`src/rtl/traffic_input_conditioner_if.sv`:
```
// Signal bundle between the raw front-panel inputs, the conditioner and traffic_light.
// master = conditioner (drives walk/sensor/walk_count), slave = the surrounding environment.
interface traffic_input_conditioner_if;
   logic       walk_btn;
   logic       sensor_raw;
   logic       walk_ack;
   logic       walk;
   logic       sensor;
   logic [7:0] walk_count;

   modport master (
      input  walk_btn,
      input  sensor_raw,
      input  walk_ack,
      output walk,
      output sensor,
      output walk_count
   );

   modport slave (
      output walk_btn,
      output sensor_raw,
      output walk_ack,
      input  walk,
      input  sensor,
      input  walk_count
   );
endinterface

```
`src/rtl/traffic_input_conditioner.sv`:
```
// Synchronise, debounce and condition the pedestrian button and vehicle sensor for traffic_light.
// Raw->walk 3+DEBOUNCE_CYCLES edges, raw->sensor 2+DEBOUNCE_CYCLES edges; no backpressure, walk held until walk_ack.
module traffic_input_conditioner #(
   parameter int DEBOUNCE_CYCLES    = 4,
   parameter int SENSOR_HOLD_CYCLES = 8
) (
   input logic                         clock,
   input logic                         reset,
   traffic_input_conditioner_if.master tic
);
   localparam int DW = $clog2(DEBOUNCE_CYCLES);
   localparam int HW = $clog2(SENSOR_HOLD_CYCLES + 1);
   localparam logic [DW-1:0] DB_LAST   = DW'(DEBOUNCE_CYCLES - 1);
   localparam logic [HW-1:0] HOLD_LOAD = HW'(SENSOR_HOLD_CYCLES);
   localparam int CH_WALK   = 0;
   localparam int CH_SENSOR = 1;

   typedef enum logic [1:0] {IDLE, PENDING, SERVED} state_t;

   logic [1:0]    raw;
   logic [1:0]    sync1_q, sync2_q;
   logic [1:0]    deb_q, deb_d;
   logic [DW-1:0] cnt_q [2];
   logic [DW-1:0] cnt_d [2];
   logic [HW-1:0] hold_q, hold_d;
   logic          sensor_q, sensor_d;
   state_t        state_q;
   logic          walk_q;
   logic [7:0]    walk_count_q;

   assign raw = {tic.sensor_raw, tic.walk_btn};

   always_comb begin
      for (int i = 0; i < 2; i++) begin
         deb_d[i] = deb_q[i];
         cnt_d[i] = '0;
         if (sync2_q[i] != deb_q[i]) begin
            if (cnt_q[i] == DB_LAST) begin
               deb_d[i] = sync2_q[i];
            end else begin
               cnt_d[i] = cnt_q[i] + DW'(1);
            end
         end
      end
   end

   // Sensor rises with the debounced level itself but falls only once the hold has run out,
   // so a re-detection inside the hold window reloads the counter without a gap.
   always_comb begin
      hold_d = '0;
      if (deb_q[CH_SENSOR]) begin
         hold_d = HOLD_LOAD;
      end else if (hold_q != '0) begin
         hold_d = hold_q - HW'(1);
      end
      sensor_d = deb_d[CH_SENSOR] | (hold_d != '0);
   end

   always_ff @(posedge clock or negedge reset) begin
      if (!reset) begin
         sync1_q  <= '0;
         sync2_q  <= '0;
         deb_q    <= '0;
         cnt_q[0] <= '0;
         cnt_q[1] <= '0;
         hold_q   <= '0;
         sensor_q <= 1'b0;
      end else begin
         sync1_q  <= raw;
         sync2_q  <= sync1_q;
         deb_q    <= deb_d;
         cnt_q[0] <= cnt_d[0];
         cnt_q[1] <= cnt_d[1];
         hold_q   <= hold_d;
         sensor_q <= sensor_d;
      end
   end

   // SERVED waits for the button to be released, so a held press yields exactly one request.
   always_ff @(posedge clock or negedge reset) begin
      if (!reset) begin
         state_q      <= IDLE;
         walk_q       <= 1'b0;
         walk_count_q <= '0;
      end else begin
         case (state_q)
            IDLE: begin
               if (deb_q[CH_WALK]) begin
                  state_q      <= PENDING;
                  walk_q       <= 1'b1;
                  walk_count_q <= walk_count_q + 8'd1;
               end
            end
            PENDING: begin
               if (tic.walk_ack) begin
                  state_q <= SERVED;
                  walk_q  <= 1'b0;
               end
            end
            SERVED: begin
               if (!deb_q[CH_WALK]) begin
                  state_q <= IDLE;
               end
            end
            default: begin
               state_q <= IDLE;
               walk_q  <= 1'b0;
            end
         endcase
      end
   end

   assign tic.walk       = walk_q;
   assign tic.sensor     = sensor_q;
   assign tic.walk_count = walk_count_q;
endmodule

```
`src/flat_wrapper.sv`:
```
// flat-port wrapper written by rule: the top's interface ports become plain ports
module traffic_input_conditioner_flat 
#(
   parameter int DEBOUNCE_CYCLES    = 4,
   parameter int SENSOR_HOLD_CYCLES = 8
)
  (clock, reset, tic_walk_btn, tic_sensor_raw, tic_walk_ack, tic_walk, tic_sensor, tic_walk_count);
  traffic_input_conditioner_if tic_i ();
  input logic clock;
  input logic reset;
  input wire logic [$bits(tic_i.walk_btn)-1:0] tic_walk_btn;
  input wire logic [$bits(tic_i.sensor_raw)-1:0] tic_sensor_raw;
  input wire logic [$bits(tic_i.walk_ack)-1:0] tic_walk_ack;
  output wire logic [$bits(tic_i.walk)-1:0] tic_walk;
  output wire logic [$bits(tic_i.sensor)-1:0] tic_sensor;
  output wire logic [$bits(tic_i.walk_count)-1:0] tic_walk_count;
  assign tic_i.walk_btn = tic_walk_btn;
  assign tic_i.sensor_raw = tic_sensor_raw;
  assign tic_i.walk_ack = tic_walk_ack;
  assign tic_walk = tic_i.walk;
  assign tic_sensor = tic_i.sensor;
  assign tic_walk_count = tic_i.walk_count;
  traffic_input_conditioner #(.DEBOUNCE_CYCLES(DEBOUNCE_CYCLES), .SENSOR_HOLD_CYCLES(SENSOR_HOLD_CYCLES)) u_core (.clock(clock), .reset(reset), .tic(tic_i));
endmodule
```
`config.mk`:
```
export PLATFORM = sky130hd
export DESIGN_NAME = traffic_input_conditioner_flat
export DESIGN_NICKNAME = d
export VERILOG_FILES = /design/src/rtl/traffic_input_conditioner_if.sv /design/src/rtl/traffic_input_conditioner.sv /design/src/flat_wrapper.sv
export SDC_FILE = /design/constraint.sdc
export NUM_CORES = 1
export LEC_CHECK = 0
export ABC_CLOCK_PERIOD_IN_PS = 1800
export CAP_MARGIN = 0
export CORE_ASPECT_RATIO = 0.6
export CORE_UTILIZATION = 45
export CTS_CLUSTER_DIAMETER = 150
export DETAILED_ROUTE_END_ITERATION = 7
export GPL_ROUTABILITY_DRIVEN = 1
export PLACE_DENSITY = 0.68
export SYNTH_ARGS = -nofsm -noshare
export SYNTH_HDL_FRONTEND = slang
export SYNTH_SLANG_ARGS = --single-unit
```
`constraint.sdc`:
```
create_clock -name clock -period 1.8 [get_ports clock]
set_input_delay 0.36 -clock clock [delete_from_list [all_inputs] [get_ports clock]]
set_output_delay 0.36 -clock clock [all_outputs]
set_load 0.005 [all_outputs]
```
# Word level (Yosys, flattened, before mapping)

Cells that the tools add are included.

Add/subtract/negate cells: 4
Equality and inequality tests: 9
Muxes and demuxes: 15
Bitwise logic cells: 2
Reduce and logical (&&, ||, !) cells: 7

Operator list:

| kind                                                                  | number |
|---|---|
| 2-bit 2-to-1 mux                                                      | 7 |
| 8-bit by 1-bit adder with 8-bit output, second input constant         | 1 |
| 4-bit 2-to-1 mux                                                      | 2 |
| 4-bit nonzero test                                                    | 2 |
| 2-bit equality test, second input constant                            | 3 |
| 2-bit case mux with 3 select lines                                    | 1 |
| 3-bit AND reduction                                                   | 2 |
| 2-bit by 1-bit adder with 2-bit output, second input constant         | 2 |
| 1-bit 2-to-1 mux                                                      | 4 |
| 2-bit != test, second input constant                                  | 2 |
| 2-bit AND reduction                                                   | 2 |
| 4-bit by 1-bit subtractor with 4-bit output, second input constant    | 1 |
| 1-bit case mux with 3 select lines                                    | 1 |
| 2-bit by 1-bit equality test with 1-bit output, second input constant | 1 |
| 2-bit logical NOT                                                     | 1 |
| 1-bit != test                                                         | 2 |
| 2-bit by 1-bit != test with 1-bit output, second input constant       | 1 |
| 1-bit inverter                                                        | 1 |
| 1-bit bitwise OR                                                      | 1 |

Flip-flop bits (word level): 26
Input port bits: 5
Output and inout bits: 10

# Logic depth before layout (Yosys ltp)

Depth after elaboration: 5
Mapped depth: 5

# Worst setup path before layout

No wires, ideal clock.

Kind: register -> register
From: register u_core.hold_q[0]
To: register u_core.sensor_q, in the netlist u_core.tic.sensor
Setup time: 124 ps
Arrival: 1189 ps
Path slack: 487 ps
Stages on the path, launching flop included: 6
Path buffers: 0
Period minus slack after synthesis: 1313 ps
Cells stage by stage: dfrtp_1 > inv_1 > ha_1 > nor2_1 > a211o_1 > a211o_1

Word-level cells in the longest chain between the ends: 5
Elaborated cells between the ends (all ways): 6

RTL lines:

| element                                                                           | line                                                             | text |
|---|---|---|
| start: declaration                                                                | traffic_input_conditioner.sv:25                                  | `logic [HW-1:0] hold_q, hold_d;` |
| start signal: assignment                                                          | traffic_input_conditioner.sv:74                                  | `hold_q <= hold_d;` |
| 4-bit by 1-bit subtractor with 4-bit output or 4-bit nonzero test (tied branches) | traffic_input_conditioner.sv:54, traffic_input_conditioner.sv:53 |  |
| 4-bit 2-to-1 mux (*)                                                              | traffic_input_conditioner.sv:53                                  | `end else if (hold_q != '0) begin` |
| 4-bit 2-to-1 mux (*)                                                              | traffic_input_conditioner.sv:51                                  | `if (deb_q[CH_SENSOR]) begin` |
| named net u_core.hold_d[3]                                                        | traffic_input_conditioner.sv:25                                  |  |
| 4-bit nonzero test (*)                                                            | traffic_input_conditioner.sv:56                                  | `sensor_d = deb_d[CH_SENSOR] \| (hold_d != '0);` |
| 1-bit bitwise OR (*)                                                              | traffic_input_conditioner.sv:56                                  |  |
| named net u_core.sensor_d                                                         | traffic_input_conditioner.sv:26                                  | `logic sensor_q, sensor_d;` |
| end signal: assignment                                                            | traffic_input_conditioner.sv:75                                  | `sensor_q <= sensor_d;` |
| end: declaration                                                                  | traffic_input_conditioner.sv:26                                  |  |

The timed path passes the listed nets; every way through them passes the cells marked *.
A chain may end at the register's enable or synchronous reset.

# Worst setup path in the final report

From: register u_core.walk_count_q[2], in the netlist u_core.tic.walk_count[2]
To: output tic_walk_count[2]

RTL lines:

| element                  | line                            | text |
|---|---|---|
| start: declaration       | traffic_input_conditioner.sv:29 | `logic [7:0] walk_count_q;` |
| start signal: assignment | traffic_input_conditioner.sv:91 | `walk_count_q <= walk_count_q + 8'd1;` |
| end: declaration         | flat_wrapper.sv:16              | `output wire logic [$bits(tic_i.walk_count)-1:0] tic_walk_count;` |

No word-level cell between the ends.

==> flow_summary.yaml <==
grt:
  grt_pass1_vias: 612
  grt_use_met2: 0.237
  grt_max_degree: 27
  top_usage_layer: "met2"
  antenna_found_initial: 0
  grt_pass1_wl_um: 2750
  grtUsageMet3: 0.0698
  met1_usage: 0.202
  overflow: 0
  grt_usage: 0.155
cts:
  post_cts_buffers: 0
  clock_sinks: 26
  root_buffer: "clkbuf_8"
  clk_latency_ns: 0.27
  clock_path_buffers: 2
  cts_max_level: 1
  cts_resized: 0
  clk_pin_slew_ns: 0.09
  ctsHoldBuffers: 0
  cts_buffers: 3
  cts_tree: "done"
power_and_ir_drop:
  p_int_mw: 1.48
  p_seq_frac: 0.455
  powerDensity_nw_per_um2: 1650
  p_sw_mw: 0.669
  max-vdd-ir-drop_v: 0.000852
  comb_power_share: 0.324
  pwr-share-clk: 0.220
  power.total_mw: 2.15
  p_leak_nw: 0.570
  sw_frac_of_total: 0.311
routing:
  ant_nets: 0
  route.detailed.drc: 0
  vias_per_cell: 4.85
  first_pass_iters: 4
  num_vias: 635
  drtIter0Drc: 36
  wl_per_cell_um: 12.1
  wirelength_um: 1580
sta:
  rsz0062_at_grt: "false"
  tns_ns: 0
  final_max_slew_viol_count: 0
  skew_ns: 0.00655
  hold_viol: 0
  clock.fmax_mhz: 631
  worst_pin_slew_ns: 0.364
  worst_slack_ns: 0.215
  fin_crit_sh: 0.881
  setup_violations: 0
  min_period_ns: 1.59
  slew_headroom: 0.757
synthesis:
  ys.flop_type: "dfrtp_1"
  syn_avg_cell_area_um2: 12.8
  yosys.area.top_type: "dfrtp_1"
  yosys_register_bits: 26
  synth.area.top_cells: "dfrtp_1, xnor2_1, ha_1, mux2_2, nor2_1"
  yosysSeqAreaShare: 0.620
  synth_most_common_cell: "dfrtp_1"
  syn_nets: 92
  synth_commonest_cells: "dfrtp_1, xnor2_1, nor2_1, ha_1, nand3_1"
  yosysTopAreaCellShare: 0.620
  synth_edf_count: 0
  syn_area_um2: 1050
  ys_warn_count: 0
  synth_cell_types: 21
  netlist_instances: 82
  async_flop_share: 1.00
floorplanning:
  core_area_um2: 2180
  core.rowCount: 13
  start_util: 0.482
  pin_count: 15
  die_y_um: 39.4
  die-width_um: 64.4
  die-area_um2: 2540
final_layout:
  areaGrowthSynthToFinish_pct: 24.4
  finish.instance_area_um2: 1310
  finalNetCount: 112
  n_antenna_cell: 0
  post-route-util: 0.599
  num-fill-cells: 187
  drive_above_1_share: 0.0891
worst_setup_path:
  cp_max_fo: 5
  crit_cells: 1
  cp.arrival_ns: 1.23
  r2r_cells: 5
  crit_type: "reg -> out"
  slowest_delay_ns: 0.53
  cp_num_buf_inv: 1
  rr_startpoint: "u_core.hold_q[0]"
  crit_required_ns: 1.44
  slowest_stage: "clkdlybuf4s50_1"
  crit_chain: "clkdlybuf4s50_1"
  end_kind: "primary output"
  crit_path_start: "u_core.tic.walk_count[2]"
  cp-start-kind: "register"
  crit_family: "buffers and inverters"
worst_hold_path:
  hold_start: "u_core.sync1_q[1]"
  min_path_cells: 0
  hold_path_class: "reg -> reg"
placed_design:
  gp_congestion: 0.799
  dp_slack_ns: 0.390
  hpwl_um: 1180
  dpl_cell_area_um2: 1230
  port_buffers: 14
run_status:
  status: "complete, no violations"
run:
  maxCapViolations: 0
==> sequential cells by signal, indices dropped and copies added, names as in the netlist <==
name,cells
u_core.tic.walk_count,8
u_core.cnt_q,4
u_core.hold_q,4
u_core.deb_q,2
u_core.state_q,2
u_core.sync1_q,2
u_core.sync2_q,2
u_core.tic.sensor,1
u_core.tic.walk,1
==> path summary, 6_finish.rpt <==
check | endpoint | slack [ns]
max in group asynchronous | u_core.sync2_q[0] | 1.11
min | u_core.sync2_q[1] | 0.36
min in group asynchronous | u_core.tic.walk_count[7] | 0.44
max | tic_walk_count[2] | 0.21
min reg2reg | u_core.sync2_q[1] | 0.36
max reg2reg | u_core.tic.sensor | 0.37
==> layer usage <==
metal  up-vias  part of all wire
met2         6              0.44
met1       310              0.52
li1        317                 -
met5         -                 0
met4         0            0.0051
met3         2             0.035
==> cell usage in the layout, fill, tap and decap left out, types with 2 or more instances in the layout <==
cell / count
clkdlybuf4s50_1: 14
nand2_1: 3
a21oi_1: 2
nor2_1: 7
clkbuf_8: 3
dfrtp_1: 26
a211o_1: 2
o21ai_0: 3
ha_1: 5
nand4_1: 2
inv_1: 3
xnor2_1: 9
nor2b_1: 2
mux2_2: 3
and2_1: 2
nor3_1: 3
nand3_1: 4
==> cell type report <==
cell class / count / area [µm²] / share of cell area
flip-flops and latches: 26 / 651 / 0.498
repair buffers: 15 / 148 / 0.113
clock inverters: 1 / 30.0 / 0.0230
well taps: 30 / 37.5 / 0.0287
multi-input cells: 53 / 388 / 0.297
clock buffers: 3 / 41.3 / 0.0316
inverters: 3 / 11.3 / 0.00862
==> logic make-up (layout without fill, tap and decap cells) <==
| family | Yosys count | after routing | synth area share |
|---|---|---|---|
| adder cells (fa/ha/maj) | 5 | 5 | 0.0596 |
| AO/OA/AOI/OAI | 9 | 9 | 0.0560 |
| flip-flops | 26 | 26 | 0.620 |
| XOR/XNOR | 10 | 10 | 0.0834 |
| buffers and inverters | 3 | 22 | 0.0107 |
| multiplexers | 3 | 3 | 0.0322 |
| AND/OR/NAND/NOR | 26 | 26 | 0.138 |
==> power by group through the flow <==
stage	registers [mW]	logic, mW	clock network, mW
CTS	0.982	0.711	0.491
finish	0.979	0.697	0.474
global route	1.02	0.816	0.512
floorplan	0.956	0.465	0
global placement	0.983	0.684	0
detailed placement	0.990	0.710	0
==> metrics by stage <==
stage                     hold WS, ns  std cells
after floorplan                0.0644         82
after global placement          0.332        127
after detailed placement        0.336        127
after CTS                       0.367        131
after global routing            0.374        131
final                           0.360        131
Note: power is estimated with default switching activity, not from simulation.
